==> config.mk <==
export PLATFORM = sky130hd
export DESIGN_NAME = pcap_axi4s_hdr_strip
export DESIGN_NICKNAME = d
export VERILOG_FILES = /design/src/rtl/pcap_stream_pkg.sv /design/src/rtl/axi4s_reg_slice.sv /design/src/rtl/pcap_axi4s_hdr_strip.sv
export SDC_FILE = /design/constraint.sdc
export NUM_CORES = 1
export LEC_CHECK = 0
export CELL_PAD_IN_SITES_DETAIL_PLACEMENT = 0
export CELL_PAD_IN_SITES_GLOBAL_PLACEMENT = 1
export CORE_ASPECT_RATIO = 1.75
export CORE_MARGIN = 1.5
export CORE_UTILIZATION = 31
export CTS_BUF_LIST = sky130_fd_sc_hd__clkbuf_16
export CTS_CLUSTER_DIAMETER = 40
export DETAILED_ROUTE_END_ITERATION = 6
export PLACE_DENSITY_LB_ADDON = 0.1
export RECOVER_POWER = 25
export SETUP_SLACK_MARGIN = 0.5
export SYNTH_ARGS = -nofsm -noshare
export SYNTH_HDL_FRONTEND = slang
export SYNTH_SLANG_ARGS = --single-unit
==> constraint.sdc <==
create_clock -name clk -period 4.56 [get_ports clk]
set_clock_uncertainty 0.1 [all_clocks]
set_input_delay 0.912 -clock clk [delete_from_list [all_inputs] [get_ports clk]]
set_output_delay 0.912 -clock clk [all_outputs]
set_load 0.01 [all_outputs]
==> src/rtl/pcap_stream_pkg.sv <==
// rtl/pcap_stream_pkg.sv - shared constants, state type and helpers for pcap stream stages
package pcap_stream_pkg;

  localparam int PCAP_REC_HDR_BYTES   = 16;
  localparam int PCAP_INCL_LEN_OFFSET = 8;
  localparam int KEEP_MAX             = 256;

  typedef enum logic [1:0] {HDR, BODY, FLUSH, DROP} hdr_strip_state_t;

  function automatic int cdiv(input int a, input int b);
    return (a + b - 1) / b;
  endfunction

  // Low n bits set, saturated at b; callers cast down to their tkeep width.
  function automatic logic [KEEP_MAX-1:0] keep_from_count(input int unsigned n, input int unsigned b);
    logic [KEEP_MAX-1:0] k;
    for (int unsigned i = 0; i < 32'(KEEP_MAX); i++) begin
      k[i] = (i < n) && (i < b);
    end
    return k;
  endfunction

endpackage

==> src/rtl/axi4s_reg_slice.sv <==
// rtl/axi4s_reg_slice.sv - single-entry registered AXI4-Stream output stage with sideband
module axi4s_reg_slice #(
  parameter int AXI_WIDTH = 64,
  parameter int USER_W    = 32
) (
  input  logic                   clk,
  input  logic                   rst_n,
  input  logic [AXI_WIDTH-1:0]   s_tdata,
  input  logic [AXI_WIDTH/8-1:0] s_tkeep,
  input  logic                   s_tlast,
  input  logic [USER_W-1:0]      s_tuser,
  input  logic                   s_tvalid,
  output logic                   s_tready,
  output logic [AXI_WIDTH-1:0]   m_tdata,
  output logic [AXI_WIDTH/8-1:0] m_tkeep,
  output logic                   m_tlast,
  output logic [USER_W-1:0]      m_tuser,
  output logic                   m_tvalid,
  input  logic                   m_tready
);

  logic [AXI_WIDTH-1:0]   r_data;
  logic [AXI_WIDTH/8-1:0] r_keep;
  logic                   r_last;
  logic [USER_W-1:0]      r_user;
  logic                   r_valid;

  assign s_tready = !r_valid || m_tready;

  always_ff @(posedge clk or negedge rst_n) begin
    if (!rst_n) begin
      r_data  <= '0;
      r_keep  <= '0;
      r_last  <= 1'b0;
      r_user  <= '0;
      r_valid <= 1'b0;
    end else if (s_tready) begin
      r_valid <= s_tvalid;
      if (s_tvalid) begin
        r_data <= s_tdata;
        r_keep <= s_tkeep;
        r_last <= s_tlast;
        r_user <= s_tuser;
      end
    end
  end

  assign m_tdata  = r_data;
  assign m_tkeep  = r_keep;
  assign m_tlast  = r_last;
  assign m_tuser  = r_user;
  assign m_tvalid = r_valid;

endmodule

==> src/rtl/pcap_axi4s_hdr_strip.sv <==
// rtl/pcap_axi4s_hdr_strip.sv - strips pcap record header, realigns payload, derives tkeep/tlast from length
module pcap_axi4s_hdr_strip
  import pcap_stream_pkg::*;
#(
  parameter int AXI_WIDTH  = 64,
  parameter int HDR_BYTES  = PCAP_REC_HDR_BYTES,
  parameter int LEN_OFFSET = PCAP_INCL_LEN_OFFSET
) (
  input  logic                   clk,
  input  logic                   rst_n,
  input  logic [AXI_WIDTH-1:0]   in_tdata,
  input  logic                   in_tvalid,
  input  logic                   in_tlast,
  output logic                   in_tready,
  output logic [AXI_WIDTH-1:0]   out_tdata,
  output logic [AXI_WIDTH/8-1:0] out_tkeep,
  output logic                   out_tlast,
  output logic                   out_tvalid,
  input  logic                   out_tready,
  output logic [31:0]            out_len,
  output logic                   err_short,
  output logic                   err_long
);

  localparam int          B         = AXI_WIDTH / 8;
  localparam int          S         = HDR_BYTES % B;
  localparam int          HDR_BEATS = cdiv(HDR_BYTES, B);
  localparam int          RES_SH    = S * 8;
  localparam int          IN_SH     = (S == 0) ? 0 : (B - S) * 8;
  localparam logic [7:0]  LAST_HB   = 8'(HDR_BEATS - 1);
  localparam logic [31:0] B32       = 32'(B);
  localparam logic [31:0] RES32     = 32'(B - S);

  hdr_strip_state_t     r_state;
  logic                 r_live;
  logic [7:0]           r_hdr_beat;
  logic [31:0]          r_len_acc;
  logic [31:0]          r_len;
  logic [31:0]          r_rem;
  logic [AXI_WIDTH-1:0] r_res;
  logic                 r_saw_last;
  logic                 r_long_pend;
  logic                 r_err_short;
  logic                 r_err_long;

  logic                 w_s_ready;
  logic                 w_in_ready;
  logic                 w_acc;
  logic [31:0]          w_len_now;
  logic [AXI_WIDTH-1:0] w_word;
  logic [AXI_WIDTH-1:0] w_src;
  logic [AXI_WIDTH-1:0] w_data;
  logic [B-1:0]         w_keep;
  logic [31:0]          w_count;
  logic                 w_push;
  logic                 w_last;

  assign w_in_ready = r_live && ((r_state == HDR) || (r_state == DROP) ||
                                 ((r_state == BODY) && w_s_ready));
  assign w_acc      = in_tvalid && w_in_ready;
  assign in_tready  = w_in_ready;

  // Residue bytes sit low; the new beat's leading S bytes fill the top of the word.
  assign w_word = (S == 0) ? in_tdata : (r_res | (in_tdata << IN_SH));

  // Length bytes may straddle header beats; merge this beat's share into the accumulator.
  always_comb begin
    w_len_now = r_len_acc;
    for (int k = 0; k < 4; k++) begin
      if ((LEN_OFFSET + k) / B == int'(r_hdr_beat)) begin
        w_len_now[8*k +: 8] = in_tdata[8*((LEN_OFFSET + k) % B) +: 8];
      end
    end
  end

  always_comb begin
    w_push  = 1'b0;
    w_last  = 1'b0;
    w_count = '0;
    w_src   = w_word;
    if (r_state == BODY && w_acc) begin
      w_push = 1'b1;
      if (r_rem <= B32) begin
        w_count = r_rem;
        w_last  = 1'b1;
      end else begin
        w_count = B32;
        w_last  = (S == 0) && in_tlast;
      end
    end else if (r_state == FLUSH && w_s_ready) begin
      w_push  = 1'b1;
      w_src   = r_res;
      w_last  = 1'b1;
      w_count = (r_rem < RES32) ? r_rem : RES32;
    end
    w_keep = B'(keep_from_count(w_count, B));
    for (int i = 0; i < B; i++) begin
      w_data[8*i +: 8] = w_keep[i] ? w_src[8*i +: 8] : 8'h00;
    end
  end

  always_ff @(posedge clk or negedge rst_n) begin
    if (!rst_n) begin
      r_state     <= HDR;
      r_live      <= 1'b0;
      r_hdr_beat  <= '0;
      r_len_acc   <= '0;
      r_len       <= '0;
      r_rem       <= '0;
      r_res       <= '0;
      r_saw_last  <= 1'b0;
      r_long_pend <= 1'b0;
      r_err_short <= 1'b0;
      r_err_long  <= 1'b0;
    end else begin
      r_live      <= 1'b1;
      r_err_short <= 1'b0;
      r_err_long  <= 1'b0;
      case (r_state)
        HDR: if (w_acc) begin
          if (r_hdr_beat == LAST_HB) begin
            r_hdr_beat  <= '0;
            r_len_acc   <= '0;
            r_len       <= w_len_now;
            r_rem       <= w_len_now;
            r_res       <= in_tdata >> RES_SH;
            r_saw_last  <= in_tlast;
            r_long_pend <= 1'b0;
            if (w_len_now == 32'd0) begin
              r_state <= in_tlast ? HDR : DROP;
            end else if (S == 0) begin
              if (in_tlast) r_err_short <= 1'b1;
              else          r_state     <= BODY;
            end else if (in_tlast || w_len_now <= RES32) begin
              r_state <= FLUSH;
            end else begin
              r_state <= BODY;
            end
          end else if (in_tlast) begin
            r_err_short <= 1'b1;
            r_hdr_beat  <= '0;
            r_len_acc   <= '0;
          end else begin
            r_hdr_beat <= r_hdr_beat + 8'd1;
            r_len_acc  <= w_len_now;
          end
        end
        BODY: if (w_acc) begin
          r_res      <= in_tdata >> RES_SH;
          r_saw_last <= in_tlast;
          if (r_rem <= B32) begin
            r_rem <= '0;
            if (in_tlast) begin
              r_state <= HDR;
            end else begin
              r_state     <= DROP;
              r_long_pend <= 1'b1;
            end
          end else begin
            r_rem <= r_rem - B32;
            if (S == 0) begin
              if (in_tlast) begin
                r_err_short <= 1'b1;
                r_state     <= HDR;
              end
            end else if (in_tlast || (r_rem - B32) <= RES32) begin
              r_state <= FLUSH;
            end
          end
        end
        FLUSH: if (w_s_ready) begin
          // More owed than the residue holds only happens after an early tlast.
          r_err_short <= (r_rem > RES32);
          r_rem       <= '0;
          if (r_saw_last) begin
            r_state <= HDR;
          end else begin
            r_state     <= DROP;
            r_long_pend <= 1'b1;
          end
        end
        DROP: if (w_acc) begin
          if (r_long_pend) begin
            r_err_long  <= 1'b1;
            r_long_pend <= 1'b0;
          end
          if (in_tlast) r_state <= HDR;
        end
        default: r_state <= HDR;
      endcase
    end
  end

  assign err_short = r_err_short;
  assign err_long  = r_err_long;

  axi4s_reg_slice #(
    .AXI_WIDTH (AXI_WIDTH),
    .USER_W    (32)
  ) u_out_slice (
    .clk      (clk),
    .rst_n    (rst_n),
    .s_tdata  (w_data),
    .s_tkeep  (w_keep),
    .s_tlast  (w_last),
    .s_tuser  (r_len),
    .s_tvalid (w_push),
    .s_tready (w_s_ready),
    .m_tdata  (out_tdata),
    .m_tkeep  (out_tkeep),
    .m_tlast  (out_tlast),
    .m_tuser  (out_len),
    .m_tvalid (out_tvalid),
    .m_tready (out_tready)
  );

endmodule

; Word-level counts from Yosys, hierarchy flattened
; Cells that the tools add are included.
[totals]
word_cells = 135
mem_count = 0
mem_bits_rw = 0
latchBits = 0
mem_bits_ro = 0
register_bits = 281
input_bits = 69
output_inout_bits = 109
[classes]
n_reduce_logical = 20
eq_ne = 14
bitwise_logic = 0
div_mod_pow = 0
n_mul = 0
n_mux = 72
magnitude_cmp = 11
shifts = 0
n_addsub = 2
[op_table]
columns = op, count
row1 = 32-bit two-way mux, 11
row2 = 64-bit two-way mux, 5
row3 = 3-bit by 32-bit less-than comparator with 1-bit output (first input constant), 4
row4 = 64-bit one-hot mux with 2 select lines, 1
row5 = 8-bit two-way mux, 14
row6 = 32-bit one-hot mux with 3 select lines, 1
row7 = 1-bit by 32-bit less-than comparator with 1-bit output (first input constant), 2
row8 = 2-bit by 32-bit less-than comparator with 1-bit output (first input constant), 2
row9 = 32-bit by 4-bit > comparator with 1-bit output (second input constant), 1
row10 = 32-bit by 4-bit <= comparator with 1-bit output (second input constant), 1
row11 = 32-bit zero test, 1
row12 = 32-bit by 4-bit less-than comparator with 1-bit output (second input constant), 1
row13 = 32-bit by 4-bit subtractor with 32-bit output (second input constant), 1
row14 = 1-bit two-way mux, 25
row15 = 2-bit two-way mux, 11
row16 = 2-bit inequality test (second input constant), 6
row17 = 8-bit by 1-bit adder with 8-bit output (second input constant), 1
row18 = 2-bit by 8-bit equality test with 1-bit output (first input constant), 1
row19 = 8-bit by 1-bit equality test with 1-bit output (second input constant), 1
row20 = 2-bit one-hot mux with 4 select lines, 1
row21 = 8-bit AND reduction, 1
row22 = 6-bit AND reduction, 1
row23 = 1-bit logical AND, 5
row24 = 5-bit AND reduction, 1
row25 = 15 further kinds, 20

; Logic depth before layout (Yosys ltp)
; Gate-level depths: netlist of run 1.
[logic_depth]
ltp_word = 10
ltp_mapped = 10
ltp_nobuf = 7

; Modules after synthesis
; From an unflattened synthesis of run 1, not the netlist that was laid out.
[unflattened]
cells_unflattened = 1201
hier_area_um2 = 13225.2
[modules_own_cells]
columns = mod, area_per_inst_um2, instances, seq_area_each_um2, cells_each
row1 = pcap_axi4s_hdr_strip, 9083.7, 1, 4379.2, 976
row2 = axi4s_reg_slice, 4141.5, 1, 2652.5, 225

; Least setup slack after synthesis of run 1
; No wires, ideal clock.
[synth_timing]
kind = reg2reg
start = register r_state[0]
end = register r_len[10]
path_slack_ns = 1.838
arrival_ns = 2.497
required_time_ns = 4.335
stages_incl_launch_ff = 9
synth_period_minus_slack_ns = 2.722
setup_time_ns = 0.125
cell_sequence = dfrtp_1 > inv_1 > ha_1 > clkbuf_1 > and3b_1 > or4_1 > nor2_1 > buf_2 > mux2_2
[synth_via]
elab_chain_len = 6
word_cells_on_any_way = 9
classes_between = eq/ne (2) / reduce/logical (7)
[synth_lines]
columns = element, line
row1 = start: declaration, pcap_axi4s_hdr_strip.sv:34  ; hdr_strip_state_t r_state;
row2 = start signal: assignment, pcap_axi4s_hdr_strip.sv:130  ; r_state <= in_tlast ? HDR : DROP;
row3 = 2-bit equality test (tied with other cells), pcap_axi4s_hdr_strip.sv:58  ; assign w_in_ready = r_live && ((r_state == HDR) || (r_state == DROP) ||
row4 = 1-bit logical OR / 1-bit logical AND (equally long branches), "pcap_axi4s_hdr_strip.sv:58, pcap_axi4s_hdr_strip.sv:59"
row5 = 1-bit logical OR, pcap_axi4s_hdr_strip.sv:58
row6 = 1-bit logical AND, pcap_axi4s_hdr_strip.sv:58
row7 = 1-bit logical AND, pcap_axi4s_hdr_strip.sv:60  ; assign w_acc = in_tvalid && w_in_ready;
row8 = 3-bit AND reduction (no source line) (*), -
row9 = end signal: assignment, pcap_axi4s_hdr_strip.sv:124  ; r_len <= w_len_now;
row10 = end: declaration, pcap_axi4s_hdr_strip.sv:38  ; logic [31:0] r_len;
; Every way passes the cells marked *; elsewhere a longest branch is shown, timed or not.
; A chain may end at the register's enable or synchronous reset.

; Final worst setup path of run 1
[layout_timing]
start = input out_tready
end = output in_tready
[layout_via]
elab_chain_len = 4
[layout_lines]
columns = element, line
row1 = start: declaration, pcap_axi4s_hdr_strip.sv:19  ; input logic out_tready,
row2 = 1-bit logical OR, axi4s_reg_slice.sv:28  ; assign s_tready = !r_valid || m_tready;
row3 = 1-bit logical AND, pcap_axi4s_hdr_strip.sv:59  ; ((r_state == BODY) && w_s_ready));
row4 = 1-bit logical OR, pcap_axi4s_hdr_strip.sv:58
row5 = 1-bit logical AND, pcap_axi4s_hdr_strip.sv:58
row6 = end: declaration, pcap_axi4s_hdr_strip.sv:14  ; output logic in_tready,
; Every way passes these cells.

==> impl_metrics.csv, run 1 <==
group,metric,value,unit
status,status,"complete, but fails checks",
worst_hold_path,hold_path.class,"register to register",
drt,drc,0,
floorplanning,start_util,0.313,
global_routing,grt_pass1_wl,62.6,mm
clock_tree,clockBufferDepth,3,
power,peakVddDrop,0.440,mV
cells_and_area,drive_above_1_share,0.163,
status,violations,"max-capacitance violations, max-slew violations",
sta,slew_viol_final,102,
synth,synth-async-reset-ratio,1.00,
sta,finalWorstSetupSlack,0.969,ns
setup_path,path_class,"input pin to primary output",
global_routing,gr-total-overflow,0,
placement,place_congestion,0.819,
synth,synth.area.top_cells,"dfrtp_1 54%, mux2_2 8.9%, mux2i_1 6.1%",
sta,maxSlewHeadroom,-0.885,
clock_tree,clk_pin_slew,0.06,ns
drt,drtPass1Iterations,4,
synth,synth_edf_count,0,
floorplanning,core-area,0.0415,sq mm
drt,wl,40.3,mm
placement,io_buffers,177,
synth,yosysWarnings,0,
clock_tree,tritoncts,"built",
setup_path,slowest_stage,"clkdlybuf4s50_1",
synth,yosys.cell_count.top_type,"dfrtp_1",
placement,dp_hpwl,28.2,mm
floorplanning,die-area,0.0432,sq mm
clock_tree,cts_resized,0,
clock_tree,hold_buffers,0,
synth,syn_avg_cell_area,11.1,sq um
floorplanning,die_w,158,microns
setup_path,cp_max_fo,8,
clock_tree,htreeDepth,2,
sta,setup_viol,0,
setup_path,path_cells,"clkdlybuf4s50_1 > nand2b_1 > a21oi_1 > nor2b_1 > clkdlybuf4s50_1",
setup_path,cp-end-kind,"primary output",
sta,max_clock_freq,278,MHz
drt,drtAntennaViolNets,0,
setup_path,critPathLaunchType,"input pin",
global_routing,antenna_found_initial,0,
synth,ys_ff_latch,281,
cells_and_area,antenna_cells,0,
synth,syn_area,0.0130,sq mm
drt,via_count,9672,
floorplanning,rows,99,
global_routing,grt.total_usage,0.190,
worst_hold_path,holdPathStages,2,
setup_path,worst_r2r_path_depth,8,
sta,min_period,3.59,ns
clock_tree,cts_setup_buffers,0,
synth,synthCells,1172,
synth,yosysSeqAreaShare,0.541,
clock_tree,clkSinkCount,281,
clock_tree,insertion_delay,0.53,ns
power,leakage,7.42,nW
synth,ys_types,71,
drt,routed_via_density,5.02,
setup_path,cp_data_arrival_time,2.58,ns
global_routing,grt_pass1_vias,10217,
drt,wl_per_cell,20.9,microns
clock_tree,clock-root-buffer,"clkbuf_16",
floorplanning,io_pins,178,
cells_and_area,nNetsFinal,1418,
sta,fin_crit_sh,0.788,
placement,place_worst_setup_slack,0.971,ns
power,p_per_area,763,mW/mm^2
synth,yosys.area.top_type,"dfrtp_1",
sta,timing.setup.tns,0,ns
global_routing,grt_max_degree,138,
synth,synth_top_area_share,0.541,
cells_and_area,fillers,4084,
cells_and_area,area_growth,28.9,%
setup_path,cpMostUsedCell,"clkdlybuf4s50_1",
clock_tree,cts_inserted_buffers,37,
sta,worst_pin_slew,2.83,ns
drt,drtIter0Drc,488,
floorplanning,die_y,274,microns
run,maxCapViolCount,1,
synth,synth_ff_type,"dfrtp_1",
synth,synth_fp_nets,1248,
sta,grt_setup_unrepaired,"false",
sta,finalHoldViolations,0,
setup_path,slowest_delay,0.54,ns
setup_path,cp.required,3.55,ns
synth,synth_common_cells,"281 x dfrtp_1, 140 x nand2_1, 103 x mux2_2",
-- critical path: cells and delay by family --
| family | cells | cell delay, ns |
|---|---|---|
| AOI/OAI and AO/OA | 1 | 0.13 |
| buffers and inverters | 2 | 1.02 |
| and+or+nand+nor | 2 | 0.51 |
-- layout by cell type (no fill, tap or decap), types with 4 or more instances in the layout --
cell type	count
mux2i_1	79
or3_1	9
a41oi_1	4
o2bb2ai_1	7
clkinv_2	5
inv_1	16
buf_12	6
a22o_1	12
nor2_1	92
mux2_2	103
nor4_2	4
clkbuf_16	39
o22ai_1	10
nand2_1	140
o32ai_1	5
nor2b_1	39
clkinv_1	5
inv_6	5
o21ai_0	45
or4_1	6
bufinv_16	5
ha_1	7
dfrtp_1	281
nor3_1	14
o31ai_1	13
xnor2_1	4
buf_4	22
clkdlybuf4s50_1	176
a211oi_1	49
nand3_1	21
nand4_1	14
nor4_1	20
and3_1	7
a31oi_1	9
a21oi_1	26
-- sequential cells by signal (all words and copies together) (netlist names), 2 cells and up --
register,count
r_state,2
r_rem,32
r_hdr_beat,8
u_out_slice.m_tdata,64
u_out_slice.m_tkeep,8
r_len_acc,32
u_out_slice.m_tuser,32
r_res,64
r_len,32
-- area by class of cell --
type / instances / area [sq um] / area share
Timing Repair Buffer: 205 / 2050 / 0.122
Inverter: 12 / 45.0 / 0.00269
Multi-Input combinational cell: 805 / 5670 / 0.338
Tap cell: 555 / 694 / 0.0414
Sequential cell: 281 / 7030 / 0.420
Clock buffer: 39 / 976 / 0.0582
Clock inverter: 28 / 288 / 0.0172
-- per-stage QoR --
step	instances	total power [W]	util	hold slack [ns]	area [sq um]
2_1_floorplan	1172	0.00757	-	0.335	13000
3_3_place_gp	1858	0.00984	0.374	0.347	15500
3_5_place_dp	1858	0.00993	0.374	0.354	15500
4_1_cts	1925	0.0130	0.404	0.359	16800
5_1_grt	1925	0.0137	0.404	0.390	16800
6_report	1925	0.0128	0.404	0.360	16800
-- power by group --
group	leakage [nW]	internal (W)	switching (W)
combinational	3.27	0.00248	0.00312
clock	0.633	0.00185	0.00116
sequential	3.52	0.00352	0.000649
total	7.42	0.00785	0.00493
-- cells by family after synthesis --
group | count (synthesis) | synth area share
AOI/OAI and AO/OA | 216 | 0.122
xor gates and xnor gates | 7 | 0.00471
muxes | 182 | 0.150
buffers and inverters | 86 | 0.0277
adders and majority gates | 7 | 0.00673
and+or+nand+nor | 392 | 0.148
other | 1 | 0.000288
DFF | 281 | 0.541
-- worst paths after layout --
check	start	end	slack, ns
min in group asynchronous	rst_n	u_out_slice.m_tdata[40]	1.15
hold / removal	r_len[26]	u_out_slice.m_tuser[26]	0.36
setup reg to reg	r_hdr_beat[1]	r_rem[3]	1.26
max in group asynchronous	rst_n	u_out_slice.m_tdata[3]	1.52
setup / recovery	out_tready	in_tready	0.97
hold reg to reg	r_len[26]	u_out_slice.m_tuser[26]	0.36
-- per-layer routing --
layer | share of wire | up-vias | GRT usage
li1 | - | 4595 | -
met1 | 0.40 | 4809 | 0.223
met2 | 0.53 | 200 | 0.345
met3 | 0.036 | 68 | 0.0283
met4 | 0.034 | 0 | 0.0730
met5 | 0 | - | 0
Power figures use the tool's default switching activity.
==> run 2: changes to the inputs <==
- clock period: 4.56 -> 3.4 ns (I/O delays scaled with it)
==> run 2 against run 1 <==
- the flow still finishes with violations (max-capacitance violations, max-slew violations)
- cell count grew 1.8%
- non-clock buffer count grew 33
- largest cell class unchanged
- highest routed layer unchanged
- wire length grew 3.5%
- global-route usage grew 0.65 points
- die area is the same
- design area grew 2.4%
- largest power group unchanged
- worst hold slack gained 0.0019 ns
==> impl_metrics.csv, run 2 (synthesized netlist as in run 1, its figures left out) <==
group,metric,value,unit
power,power,0.0177,W
global_routing,grt_max_degree,81,
status,status,"complete, but fails checks",
drt,drtIter0Drc,466,
global_routing,antenna_found_initial,1,
drt,wl,41.7,mm
setup_path,cp.required,3.71,ns
cells_and_area,post-route-util,0.414,
drt,routed_via_density,5.05,
floorplanning,core-area,0.0415,sq mm
setup_path,cp_data_arrival_time,3.11,ns
power,leakage,7.63,nW
clock_tree,clkSinkCount,281,
cells_and_area,regArea,0.00703,sq mm
global_routing,grt_pass1_wl,64.1,mm
sta,fin_crit_sh,0.824,
drt,drc,0,
setup_path,rr_endpoint,"r_res[60]",
cells_and_area,fillers,4032,
setup_path,timing.rr.start,"r_state[0]",
floorplanning,die-area,0.0432,sq mm
setup_path,critPathLaunchType,"register",
worst_hold_path,hold_path.class,"register to register",
sta,maxSlewHeadroom,-0.577,
floorplanning,io_pins,178,
sta,min_period,2.80,ns
clock_tree,insertion_delay,0.53,ns
cells_and_area,drive_above_1_share,0.192,
clock_tree,clk_pin_slew,0.06,ns
setup_path,cp_max_fo,33,
worst_hold_path,holdPathStages,2,
status,violations,"max-capacitance violations, max-slew violations",
drt,wl_per_cell,21.3,microns
global_routing,gr-total-overflow,0,
worst_hold_path,hold_end,"u_out_slice.m_tuser[14]",
floorplanning,die_y,274,microns
sta,finalHoldViolations,0,
sta,max_clock_freq,357,MHz
sta,grt_setup_unrepaired,"true",
power,peakVddDrop,0.562,mV
power,p_per_area,1030,mW/mm^2
clock_tree,cts_inserted_buffers,38,
setup_path,slowest_stage,"or3_1",
sta,setup_viol,0,
sta,worst_pin_slew,2.37,ns
clock_tree,htreeDepth,2,
global_routing,grt.total_usage,0.197,
setup_path,path_cells,"inv_2 > ha_2 > buf_4 > nor2b_1 > or3_1 > nor2_4 > buf_12 > mux2_2",
sta,timing.setup.tns,0,ns
sta,slew_viol_final,77,
setup_path,worst_r2r_path_depth,8,
cells_and_area,final_common_cell,"dfrtp_1",
placement,place_congestion,0.857,
drt,drtAntennaViolNets,0,
setup_path,slowest_delay,0.43,ns
clock_tree,clock-root-buffer,"clkbuf_16",
setup_path,cp.buffers_inverters,3,
global_routing,grt_pass1_vias,10268,
placement,io_buffers,177,
run,maxCapViolCount,1,
setup_path,path_class,"register to register",
worst_hold_path,hold_start,"r_len[14]",
cells_and_area,area_growth,32.0,%
drt,drtPass1Iterations,4,
setup_path,cp-end-kind,"register",
clock_tree,tritoncts,"built",
setup_path,critical_path.top_delay_family,"simple AND/OR/NAND/NOR gates",
cells_and_area,nNetsFinal,1452,
clock_tree,clockBufferDepth,3,
floorplanning,die_w,158,microns
placement,dp_hpwl,29.4,mm
floorplanning,start_util,0.313,
cells_and_area,layout_common_cells,"281 x dfrtp_1, 175 x clkdlybuf4s50_1, 140 x nand2_1",
cells_and_area,multi_input_area,0.00571,sq mm
clock_tree,hold_buffers,0,
drt,via_count,9887,
setup_path,reg2reg_slack,0.60,ns
floorplanning,rows,99,
-- run 2: cell types whose count changed in the layout (fill, tap and decap cells not counted), sizes merged --
cell,previous run,this run
clkdlybuf4s50,176,175
bufinv,5,4
clkbuf,40,42
diode,0,1
buf,28,61
clkinv,11,10
dlygate4sd2,0,1
clkinvlp,2,4
inv,22,20
-- run 2: worst max path at each step --
| stage | from | endpoint | slack, ns | cells past startpoint |
|---|---|---|---|---|
| 6_report | r_state[0] | r_res[60] | 0.60 | 8 |
| 3_3_place_gp | in_tdata[31] | r_state[1] | 0.25 | 6 |
| 2_1_floorplan | r_state[0] | r_len[10] | 0.68 | 8 |
| 5_1_grt | r_state[0] | r_saw_last | 0.49 | 8 |
| 3_5_place_dp | in_tdata[7] | r_state[1] | 0.27 | 6 |
| 4_1_cts | r_state[0] | r_len[17] | 0.52 | 8 |
-- run 2: power by group --
| group | leakage (nW) | total, W | switching (W) | internal (W) |
|---|---|---|---|---|
| Sequential | 3.52 | 0.00562 | 0.000890 | 0.00473 |
| Combinational | 3.47 | 0.00791 | 0.00435 | 0.00357 |
| Clock | 0.643 | 0.00413 | 0.00161 | 0.00251 |
| Total | 7.63 | 0.0177 | 0.00685 | 0.0108 |
-- run 2: worst register-to-register path, cell delays in order, from the launching register on --
cell and delay (ns):
dfrtp_1 0.42, inv_2 0.10, ha_2 0.32, buf_4 0.23
nor2b_1 0.21, or3_1 0.43, nor2_4 0.21, buf_12 0.25
mux2_2 0.41
-- run 2: routing by layer --
layer	track usage	vias to the layer above	wire [microns]
li1	-	4651	-
met1	0.224	4953	16300
met2	0.367	223	22600
met3	0.0283	60	1670
met4	0.0722	0	1180
met5	0	-	0
-- run 2: per-stage QoR --
step                      setup slack (ns)  cells  cell area (sq um)  hold WS, ns
after floorplan                      0.678   1172              13000        0.284
after global placement               0.253   1889              15800        0.350
after detailed placement             0.265   1889              15800        0.351
after CTS                            0.516   1957              17100       0.0944
after global routing                 0.488   1959              17200        0.397
final                                0.599   1959              17200        0.362
-- run 2: area by class of cell --
type,instances,share of cell area
diodes,1,0.000146
clock buffers,41,0.0598
clock inverters,26,0.0159
inverters,12,0.00277
multi-input cells,805,0.332
flip-flops and latches,281,0.410
well taps,555,0.0405
repair buffers,238,0.139
-- run 2: what timing repair did --
action / CTS / global route
buffers inserted: 1 / 1
endpoints found under the hold margin: 0 / 0
resized for setup: 7 / 4
pin swaps: 0 / 1
setup endpoints to repair: 43 / 58
==> run 3: changes to the inputs <==
- clock period: 3.4 -> 2.9 ns (I/O delays scaled with it)
==> run 3 against run 2 <==
- the run still ends with max-capacitance violations, max-slew violations left
- sequential power up 18%
- worst hold slack better by 0.0047 ns
- global-route usage up 0.92 points
- non-clock buffer count up 116
- first-iteration DRC count down 27%
- clock-buffer cell count down 4
==> impl_metrics.csv, run 3 (synthesized netlist as in run 1, its figures left out) <==
group,metric,value,unit
floorplanning,rows,99,
setup_path,path_class,"register to register",
placement,dp_hpwl,30.8,mm
drt,drtPass1Iterations,4,
placement,placed_area,0.0164,sq mm
sta,grt_setup_unrepaired,"true",
power,intPower,0.0141,W
global_routing,gr-total-overflow,0,
power,p_clk_frac,0.190,
floorplanning,die_y,274,microns
power,leakage,8.48,nW
floorplanning,die_w,158,microns
floorplanning,start_util,0.313,
sta,maxSlewHeadroom,-0.108,
clock_tree,cts_inserted_buffers,36,
power,peakVddDrop,0.748,mV
clock_tree,clkSinkCount,281,
global_routing,grt.total_usage,0.206,
clock_tree,htreeDepth,2,
sta,setup_viol,0,
power,p_switching,0.00900,W
drt,wl,44.9,mm
setup_path,cp-end-kind,"register",
cells_and_area,regArea,0.00704,sq mm
global_routing,grt_pass1_wl,67.2,mm
clock_tree,clockBufferDepth,3,
clock_tree,clk_pin_slew,0.06,ns
floorplanning,io_pins,178,
setup_path,cp.required,3.20,ns
clock_tree,tritoncts,"built",
cells_and_area,multi_input_area,0.00633,sq mm
power,switching_share,0.390,
drt,drc,0,
cells_and_area,drive_above_1_share,0.305,
cells_and_area,fillers,3924,
worst_hold_path,hold_path.class,"register to register",
power,p_per_area,1210,mW/mm^2
sta,max_clock_freq,399,MHz
placement,place_worst_setup_slack,-0.476,ns
drt,routed_via_density,5.06,
cells_and_area,nNetsFinal,1566,
global_routing,antenna_found_initial,0,
sta,worst_pin_slew,1.66,ns
drt,drtAntennaViolNets,0,
global_routing,grt_max_degree,61,
cells_and_area,antenna_cells,0,
setup_path,cp_data_arrival_time,2.81,ns
power,seq_power_share,0.286,
status,status,"complete, but fails checks",
cells_and_area,layout_common_cells,"277 x dfrtp_1, 173 x clkdlybuf4s50_1, 137 x nand2_1",
sta,fin_crit_sh,0.864,
placement,place_congestion,0.820,
floorplanning,core-area,0.0415,sq mm
drt,drtIter0Drc,342,
cells_and_area,finalInstanceArea,0.0190,sq mm
power,p_comb_frac,0.524,
cells_and_area,area_growth,46.5,%
status,violations,"max-capacitance violations, max-slew violations",
clock_tree,clock-root-buffer,"clkbuf_16",
sta,min_period,2.51,ns
sta,finalWorstSetupSlack,0.395,ns
global_routing,grt_pass1_vias,10986,
drt,wl_per_cell,21.7,microns
clock_tree,insertion_delay,0.54,ns
cells_and_area,final_common_cell,"dfrtp_1",
run,maxCapViolCount,1,
setup_path,critPathLaunchType,"register",
setup_path,cp_max_fo,9,
placement,io_buffers,177,
floorplanning,die-area,0.0432,sq mm
drt,via_count,10493,
sta,finalHoldViolations,0,
sta,slew_viol_final,56,
run 3: changes by cell type in the layout (fill, tap and decap cells not counted), sizes merged, moves of 2 or more:
cell and change:
buf +110, inv +6, bufinv -2, clkbuf +2, clkdlybuf4s50 -2, dlymetal6s2s +2
run 3: final timing paths:
kind / startpoint / endpoint / slack (ns) / cells after the start
hold / removal: r_len[25] / u_out_slice.m_tuser[25] / 0.37 / 2
setup / recovery: r_rem[9] / u_out_slice.m_tdata[20] / 0.39 / 8
max in group asynchronous: rst_n / r_res[58] / 0.54 / 3
hold reg to reg: r_len[25] / u_out_slice.m_tuser[25] / 0.37 / 2
setup reg to reg: r_rem[9] / u_out_slice.m_tdata[20] / 0.39 / 8
min in group asynchronous: rst_n / u_out_slice.m_tdata[38] / 0.90 / 2
run 3: power by group through the flow:
| stage | clock network [W] | logic, W | registers [W] |
|---|---|---|---|
| final | 0.00439 | 0.0121 | 0.00661 |
| after global routing | 0.00466 | 0.0129 | 0.00682 |
| after CTS | 0.00452 | 0.0112 | 0.00661 |
| after detailed placement | 0 | 0.00978 | 0.00668 |
| after global placement | 0 | 0.00970 | 0.00664 |
| after floorplan | 0 | 0.00527 | 0.00670 |
run 3: metrics by stage:
step / hold slack [ns] / setup TNS, ns / cells / util / power [W]
after global placement: 0.346 / -1.56 / 1941 / 0.394 / 0.0163
final: 0.367 / 0 / 2073 / 0.459 / 0.0231
after CTS: 0.367 / 0 / 2053 / 0.443 / 0.0223
after detailed placement: 0.355 / -1.46 / 1941 / 0.394 / 0.0165
after floorplan: 0.184 / 0 / 1172 / - / 0.0120
after global routing: 0.390 / 0 / 2073 / 0.459 / 0.0244
run 3: what timing repair did:
action                                 CTS  global route
endpoints found under the hold margin   52             0
cloned                                   6             7
hold buffers                             1             0
setup endpoints to repair              245           236
setup buffers                           39            13
pin swaps                               15            26
resized for setup                       91           108
run 3: final cells by class:
class | count | area share
Timing Repair Buffer | 354 | 0.198
Sequential cell | 281 | 0.369
Inverter | 12 | 0.00256
Multi-Input combinational cell | 805 | 0.333
Tap cell | 555 | 0.0365
Clock buffer | 37 | 0.0486
Clock inverter | 29 | 0.0120
run 3: worst max-delay path: stages, from the launching register on:
cell      delay (ns)
dfrtp_1         0.42
or4_4           0.59
nor4_4          0.26
buf_4           0.17
nand4_4         0.16
buf_12          0.22
a311oi_4        0.25
buf_12          0.17
a211oi_1        0.05
run 3: metal layers:
metal | GRT usage | wire length [microns] | part of all wire
met1 | 0.230 | 17000 | 0.38
met2 | 0.394 | 24800 | 0.55
met3 | 0.0251 | 1450 | 0.032
met4 | 0.0717 | 1630 | 0.036
met5 | 0 | 0 | 0
